--- src/rtl/if_prefetch_if.sv ---
// if_prefetch_if: pipelined Avalon-MM read bus between the fetch stage (master) and instruction memory (slave).
interface if_prefetch_if #(
    parameter int XLEN = 32
);
    logic            read;
    logic [XLEN-1:0] address;
    logic [3:0]      byte_enable;
    logic            waitrequest;
    logic [XLEN-1:0] readdata;
    logic            readdatavalid;

    modport master (
        output read, address, byte_enable,
        input  waitrequest, readdata, readdatavalid
    );

    modport slave (
        input  read, address, byte_enable,
        output waitrequest, readdata, readdatavalid
    );
endinterface

--- src/rtl/if_prefetch.sv ---
// if_prefetch: instruction fetch stage with a prefetch FIFO and multiple outstanding pipelined Avalon reads.
// Define IF_PREFETCH_BYPASS_EN to present a response to ID in its arrival cycle when the FIFO is empty.
module if_prefetch #(
    parameter int              XLEN            = 32,
    parameter int              FIFO_DEPTH      = 4,
    parameter int              MAX_OUTSTANDING = 2,
    parameter logic [XLEN-1:0] RESET_PC        = '0
) (
    input  logic            clk,
    input  logic            rst,
    input  logic            if_stall,
    input  logic            branch_take,
    input  logic [XLEN-1:0] branch_pc,
    input  logic            trap_take,
    input  logic [XLEN-1:0] trap_pc,
    if_prefetch_if.master   ibus,
    output logic            if2id_valid,
    output logic [XLEN-1:0] if2id_pc,
    output logic [XLEN-1:0] if2id_instruction
);
    localparam int OW = $clog2(MAX_OUTSTANDING + 1);
    localparam int CW = $clog2(FIFO_DEPTH + 1);
    localparam int SW = CW + 1;
    localparam int AW = $clog2(FIFO_DEPTH);
    localparam int TW = MAX_OUTSTANDING > 1 ? $clog2(MAX_OUTSTANDING) : 1;

    logic [OW-1:0]   outstanding, drop, out_n, drop_n;
    logic [CW-1:0]   count, count_n;
    logic [AW-1:0]   wp, rp;
    logic [TW-1:0]   tw, tr;
    logic [XLEN-1:0] fetch_pc, base, target;
    logic [XLEN-1:0] tag [MAX_OUTSTANDING];
    logic [XLEN-1:0] fifo_pc [FIFO_DEPTH];
    logic [XLEN-1:0] fifo_ins [FIFO_DEPTH];
    logic accept, hold, resp, dropping, redirect, live, empty, push, pop, launch;
`ifdef IF_PREFETCH_BYPASS_EN
    logic bypass;
`endif

    function automatic logic [TW-1:0] tag_next(input logic [TW-1:0] p);
        return p == TW'(MAX_OUTSTANDING - 1) ? '0 : p + 1'b1;
    endfunction

    assign ibus.byte_enable = 4'b1111;

    always_comb begin
        accept   = ibus.read & ~ibus.waitrequest;
        hold     = ibus.read & ibus.waitrequest;
        // a pulse with nothing outstanding belongs to a read issued before reset
        resp     = ibus.readdatavalid & (outstanding != '0);
        dropping = resp & (drop != '0);
        redirect = trap_take | branch_take;
        target   = trap_take ? trap_pc : branch_pc;
        live     = resp & ~dropping & ~redirect;
        empty    = count == '0;
        pop      = ~empty & ~if_stall;
`ifdef IF_PREFETCH_BYPASS_EN
        bypass   = live & empty;
        push     = live & (~bypass | if_stall);
`else
        push     = live;
`endif
        out_n    = outstanding + OW'(accept) - OW'(resp);
        // a request still held under waitrequest will complete later, so it is dropped as well
        drop_n   = redirect ? out_n + OW'(hold) : drop - OW'(dropping);
        count_n  = redirect ? '0 : count + CW'(push) - CW'(pop);
        base     = redirect ? target : fetch_pc;
        launch   = ~hold & (out_n < OW'(MAX_OUTSTANDING)) &
                   (SW'(count_n) + SW'(out_n) < SW'(FIFO_DEPTH) + SW'(drop_n));
    end

`ifdef IF_PREFETCH_BYPASS_EN
    assign if2id_valid       = ~empty | bypass;
    assign if2id_pc          = bypass ? tag[tr] : fifo_pc[rp];
    assign if2id_instruction = bypass ? ibus.readdata : fifo_ins[rp];
`else
    assign if2id_valid       = ~empty;
    assign if2id_pc          = fifo_pc[rp];
    assign if2id_instruction = fifo_ins[rp];
`endif

    always_ff @(posedge clk or posedge rst) begin
        if (rst) begin
            outstanding  <= '0;
            drop         <= '0;
            count        <= '0;
            wp           <= '0;
            rp           <= '0;
            tw           <= '0;
            tr           <= '0;
            fetch_pc     <= RESET_PC;
            ibus.read    <= 1'b0;
            ibus.address <= '0;
            for (int i = 0; i < MAX_OUTSTANDING; i++) tag[i] <= '0;
            for (int i = 0; i < FIFO_DEPTH; i++) begin
                fifo_pc[i]  <= '0;
                fifo_ins[i] <= '0;
            end
        end else begin
            outstanding <= out_n;
            drop        <= drop_n;
            count       <= count_n;
            fetch_pc    <= launch ? base + XLEN'(4) : base;
            ibus.read   <= hold | launch;
            if (launch) ibus.address <= base;
            if (accept) begin
                tag[tw] <= ibus.address;
                tw      <= tag_next(tw);
            end
            if (resp) tr <= tag_next(tr);
            if (push) begin
                fifo_pc[wp]  <= tag[tr];
                fifo_ins[wp] <= ibus.readdata;
                wp           <= wp + 1'b1;
            end
            rp <= redirect ? wp : rp + AW'(pop);
        end
    end
endmodule
--- src/flat_wrapper.sv ---
// flat-port wrapper written by rule: the top's interface ports become plain ports
module if_prefetch_flat 
#(
    parameter int              XLEN            = 32,
    parameter int              FIFO_DEPTH      = 4,
    parameter int              MAX_OUTSTANDING = 2,
    parameter logic [XLEN-1:0] RESET_PC        = '0
)
  (clk, rst, if_stall, branch_take, branch_pc, trap_take, trap_pc, if2id_valid, if2id_pc, if2id_instruction, ibus_read, ibus_address, ibus_byte_enable, ibus_waitrequest, ibus_readdata, ibus_readdatavalid);
  if_prefetch_if #(.XLEN(XLEN)) ibus_i ();
  input  logic clk;
  input  logic rst;
  input  logic if_stall;
  input  logic branch_take;
  input  logic [XLEN-1:0] branch_pc;
  input  logic trap_take;
  input  logic [XLEN-1:0] trap_pc;
  output logic if2id_valid;
  output logic [XLEN-1:0] if2id_pc;
  output logic [XLEN-1:0] if2id_instruction;
  output wire logic [$bits(ibus_i.read)-1:0] ibus_read;
  output wire logic [$bits(ibus_i.address)-1:0] ibus_address;
  output wire logic [$bits(ibus_i.byte_enable)-1:0] ibus_byte_enable;
  input wire logic [$bits(ibus_i.waitrequest)-1:0] ibus_waitrequest;
  input wire logic [$bits(ibus_i.readdata)-1:0] ibus_readdata;
  input wire logic [$bits(ibus_i.readdatavalid)-1:0] ibus_readdatavalid;
  assign ibus_read = ibus_i.read;
  assign ibus_address = ibus_i.address;
  assign ibus_byte_enable = ibus_i.byte_enable;
  assign ibus_i.waitrequest = ibus_waitrequest;
  assign ibus_i.readdata = ibus_readdata;
  assign ibus_i.readdatavalid = ibus_readdatavalid;
  if_prefetch #(.XLEN(XLEN), .FIFO_DEPTH(FIFO_DEPTH), .MAX_OUTSTANDING(MAX_OUTSTANDING), .RESET_PC(RESET_PC)) u_core (.clk(clk), .rst(rst), .if_stall(if_stall), .branch_take(branch_take), .branch_pc(branch_pc), .trap_take(trap_take), .trap_pc(trap_pc), .ibus(ibus_i), .if2id_valid(if2id_valid), .if2id_pc(if2id_pc), .if2id_instruction(if2id_instruction));
endmodule
--- config.mk ---
export PLATFORM = sky130hd
export DESIGN_NAME = if_prefetch_flat
export DESIGN_NICKNAME = d
export VERILOG_FILES = /design/src/rtl/if_prefetch_if.sv /design/src/rtl/if_prefetch.sv /design/src/flat_wrapper.sv
export SDC_FILE = /design/constraint.sdc
export NUM_CORES = 1
export LEC_CHECK = 0
export BUFFER_PORTS_ARGS = -buffer_cell sky130_fd_sc_hd__buf_4
export CAP_MARGIN = 25
export CORE_MARGIN = 8
export CORE_UTILIZATION = 55
export DETAILED_ROUTE_END_ITERATION = 16
export GPL_TIMING_DRIVEN = 0
export PLACE_DENSITY = 0.85
export SLEW_MARGIN = 20
export SYNTH_ARGS = -nofsm -noshare
export SYNTH_HDL_FRONTEND = slang
export SYNTH_SLANG_ARGS = --single-unit
--- constraint.sdc ---
create_clock -name clk -period 18.4 [get_ports clk]
set_input_delay 3.68 -clock clk [delete_from_list [all_inputs] [get_ports clk]]
set_output_delay 3.68 -clock clk [all_outputs]
set_load 0.02 [all_outputs]
==> impl_summary.log <==
INFO  metric status = complete, no violations
INFO  metric criticalPathCategory = in -> reg
INFO  metric antenna_violations_before_repair = 0
INFO  metric share_of_cell_area_taken_by_muxes_after_synthesis = between 20% and 30%
INFO  metric timing.final.hold_violations = 0
INFO  metric design.die.area = 38,300 µm²
INFO  metric r2r_cells = 16
INFO  metric postSynth.asyncResetShare = between 90% and 100%
INFO  metric cts_tree = built
INFO  metric detailroute.via_count = between 10,000 and 15,000
INFO  metric quantity_of_i_o_buffers_inserted_on_ports = just under 200
INFO  metric crit_cells = 16
INFO  metric grt_first_pass_wirelength = 70,300 µm
INFO  metric synth_edf_count = 0
INFO  metric synth_compound_area_share = 5.05%
INFO  metric io_count = ~200
INFO  metric syn_inst = around 1,300
INFO  metric maxSlewViolCount = 0
INFO  metric power_density = about 170 nW/µm²
INFO  metric gpl.final_weighted_congestion = 0.869
INFO  metric synth_ff_type = sky130_fd_sc_hd__dfrtp_1
INFO  metric grt_pass1_vias = approximately 13,000
INFO  metric dieWidth = 196 µm
INFO  metric post_cts_resized = 0
INFO  metric cp-startpoint = trap_take
INFO  metric timing_worst_slew_pin_value = between 900 and 1000 ps
INFO  metric synthXorXnorAreaFrac = under 10%
INFO  metric detail_route.wl_per_cell = 21.6 µm
INFO  metric critPathLaunchType = input pin
INFO  metric hold-path-cell-count = 2
INFO  metric numCtsBuffers = about 40
INFO  metric grt_setup_unrepaired = no
INFO  metric path_cells = buf_4 > buf_2 > buf_2 > buf_2 > nor2_1 > and2_1 > ha_1 > inv_1 > fa_1 > inv_1 > ha_1 > o31a_1 > o22ai_2 > nand2_2 > clkbuf_1 > mux2_2
INFO  metric yosys.area_share.adder = 1.28%
INFO  metric worst_setup_hold_path_clk_slew = 60 ps
INFO  metric drt_drc_violations_left = 0
INFO  metric number_of_diodes_added_for_antenna_fixing = 0
INFO  metric final_routed_wirelength_across_all_metal_layers = 43,600 µm
INFO  metric routed_via_density = around 6
INFO  metric postLayoutCoreUtil = 66.0%
INFO  metric cts_root_buffer = sky130_fd_sc_hd__clkbuf_16
INFO  metric cp_num_buf_inv = 7
INFO  metric holdBufCountCts = 0
INFO  metric synth_top_family_by_area = multiplexers
INFO  metric drt.antenna.violating_nets = 0
INFO  metric mappedNetlistArea = ~18,000 µm²
INFO  metric synthTopCellsByArea = sky130_fd_sc_hd__dfrtp_1 (56%), sky130_fd_sc_hd__mux2_2 (14%), sky130_fd_sc_hd__mux4_2 (8.1%), sky130_fd_sc_hd__o21ai_0 (4.5%), sky130_fd_sc_hd__nand2_1 (3.7%)
INFO  metric detail_route.first_pass.iterations = 5
INFO  metric pin_count_of_the_biggest_net_entering_global_routing = approximately 110
INFO  metric syn_area_per_cell = approximately 13 µm²
INFO  metric yosys_warnings = 0
INFO  metric crit_required = between 15,000 and 20,000 ps
INFO  metric maxCapViolCount = 0
INFO  metric regToRegStartpoint = u_core.outstanding[1]$_DFF_PP0_
INFO  metric cpMostUsedCell = sky130_fd_sc_hd__buf_2
INFO  metric max-vdd-ir-drop = 79.9 µV
INFO  metric synth_most_common_cell = sky130_fd_sc_hd__dfrtp_1
INFO  metric layout_overhead_on_the_synthesized_area = 19.7%
INFO  metric setup_viol = 0
INFO  metric holdWs = 472 ps
INFO  metric num_rows = 66
INFO  metric final.setup.tns = 0 ps
INFO  metric insertion_delay = about 540 ps
INFO  metric fin_crit_sh = between 30 and 40%
INFO  metric hpwl = between 30,000 and 40,000 µm
INFO  metric core_region_area = 32,200 µm²
INFO  metric timing.critical_path.to_type = register
INFO  metric synth-simple-area-share = under 10%
INFO  metric max_stage_delay = about 500 ps
INFO  metric globalRouteOverflowTotal = 0
INFO  metric synth.ff_latch_count = between 300 and 400
INFO  metric synthDominantAreaCellType = sky130_fd_sc_hd__dfrtp_1
INFO  metric synth_top_area_share = 56.1%
INFO  metric effective_utilization_at_floorplan = 55.1%
INFO  metric drive_above_1_share = a little under two fifths
INFO  metric min_from = u_core.fifo_pc[30]$_DFFE_PP0P_
INFO  metric cts_h_tree_lvls = 2
INFO  metric postCtsSetupRepairBufs = 0
INFO  metric die_h = 196 µm
INFO  metric power.leakage = around 0.010 µW
INFO  metric period_minus_slack = just over 7000 ps
INFO  metric clock-skew-final = about 15 ps
INFO  metric critPathMaxFanout = 10
INFO  metric design.final.nets = 1,697
INFO  metric detail_route.iter0.violations = between 600 and 700
INFO  metric critical_path.top_delay_family = buffers and inverters
INFO  metric grtUsageTotal = roughly 23%
INFO  metric synthTopCellsByCount = sky130_fd_sc_hd__dfrtp_1 (398), sky130_fd_sc_hd__mux2_2 (220), sky130_fd_sc_hd__nand2_1 (174)
INFO  metric cp_slowest_cell = sky130_fd_sc_hd__nor2_1
INFO  metric clkSinkCount = approximately 400
INFO  metric post_synthesis_sequential_area_ratio = 56.1%
INFO  metric timing.slew.headroom = between 30 and 40%
INFO  metric clockBufferDepth = 3
INFO  metric upper_clock_frequency_limit = 0.140 GHz
INFO  metric hold_path_class = reg -> reg
INFO  metric synth_cell_types = 56
INFO  metric critical_path_arrival = approximately 7500 ps
registers in the layout, indices dropped and copies added (netlist names):
register and flops:
u_core.outstanding 2, u_core.fetch_pc 32, u_core.tr 1, u_core.ibus.read 1
u_core.fifo_ins 128, u_core.tag 64, u_core.tw 1, u_core.ibus.address 32
u_core.rp 2, u_core.drop 2, u_core.count 3, u_core.wp 2
u_core.fifo_pc 128
layout by cell type, fill, tap and decap left out, types with 3 or more instances in the layout:
master                      instances
sky130_fd_sc_hd__dfrtp_1          398
sky130_fd_sc_hd__mux2_2           220
sky130_fd_sc_hd__buf_4            205
sky130_fd_sc_hd__nand2_1          174
sky130_fd_sc_hd__o21ai_0          158
sky130_fd_sc_hd__mux4_2            64
sky130_fd_sc_hd__mux2i_1           60
sky130_fd_sc_hd__clkbuf_1          48
sky130_fd_sc_hd__clkbuf_16         41
sky130_fd_sc_hd__xnor2_1           25
sky130_fd_sc_hd__buf_1             24
sky130_fd_sc_hd__inv_1             20
sky130_fd_sc_hd__ha_1              15
sky130_fd_sc_hd__nor2_1            12
sky130_fd_sc_hd__xor2_1            12
sky130_fd_sc_hd__nor4_2            11
sky130_fd_sc_hd__clkinv_2          10
sky130_fd_sc_hd__clkbuf_8          10
sky130_fd_sc_hd__buf_2              9
sky130_fd_sc_hd__nor4_1             8
sky130_fd_sc_hd__nor3_1             7
sky130_fd_sc_hd__o21ai_1            4
sky130_fd_sc_hd__mux2i_2            4
sky130_fd_sc_hd__conb_1             4
sky130_fd_sc_hd__buf_16             4
sky130_fd_sc_hd__nor2b_1            3
sky130_fd_sc_hd__buf_6              3
sky130_fd_sc_hd__and2_1             3
sky130_fd_sc_hd__or3_1              3
sky130_fd_sc_hd__a21oi_1            3
sky130_fd_sc_hd__bufinv_16          3
tightest hold or removal path: stages (launching register included):
cell and delay, ps:
sky130_fd_sc_hd__dfrtp_1 340, sky130_fd_sc_hd__nand2_1 40, sky130_fd_sc_hd__o21ai_0 50
per-layer routing:
layer	GRT usage, %	up-vias	share of wire, %	wire (µm)
li1	-	5222	-	-
met1	30.0	6009	42	18300
met2	38.0	428	49	21300
met3	5.12	88	6.4	2780
met4	7.52	0	3.0	1310
met5	0	-	0	0
final cells by class:
cell class / instances / area, µm²
inverter: 21 / 86.3
buffer: 86 / 407
clock buffer: 57 / 1190
tap: 408 / 510
sequential: 398 / 9960
fill: 2267 / 11000
clock inverter: 17 / 175
timing repair buffer: 203 / 1600
multi-input combinational: 826 / 7320
through the flow:
step	instance area (µm²)	setup WS [ps]	total power, µW	cells
floorplan	17800	3650	2250	1331
global placement	19800	185	2650	1938
detailed placement	19900	10830	2720	1942
CTS	21300	11290	3580	2016
global route	21300	11020	3760	2016
finish	21300	11270	3560	2016
cells by family after synthesis:
| logic type | after synthesis |
|---|---|
| muxes | 351 |
| and+or+nand+nor | 243 |
| DFF | 398 |
| adders and majority gates | 17 |
| buffers and inverters | 107 |
| other | 1 |
| AOI/OAI and AO/OA | 173 |
| xor gates and xnor gates | 38 |
worst paths after layout:
| kind | end | slack, ps |
|---|---|---|
| min in group asynchronous | u_core.fifo_ins[69]$_DFFE_PP0P_ | 3080 |
| max in group asynchronous | u_core.fetch_pc[27]$_DFF_PP0_ | 13690 |
| worst max-delay path | u_core.ibus.address[0]$_DFFE_PP0P_ | 11270 |
| worst min register to register | u_core.fifo_pc[30]$_DFFE_PP0P_ | 470 |
| worst min-delay path | u_core.fifo_pc[30]$_DFFE_PP0P_ | 470 |
| worst max register to register | u_core.ibus.address[0]$_DFFE_PP0P_ | 13950 |
report_power, final:
part | switching [µW] | total, µW | leakage (µW) | internal [µW]
sequential | 208 | 1420 | 0.00522 | 1210
combinational | 693 | 1300 | 0.00412 | 611
clock | 341 | 835 | 0.000683 | 494
(Power assumes the default switching activity.)
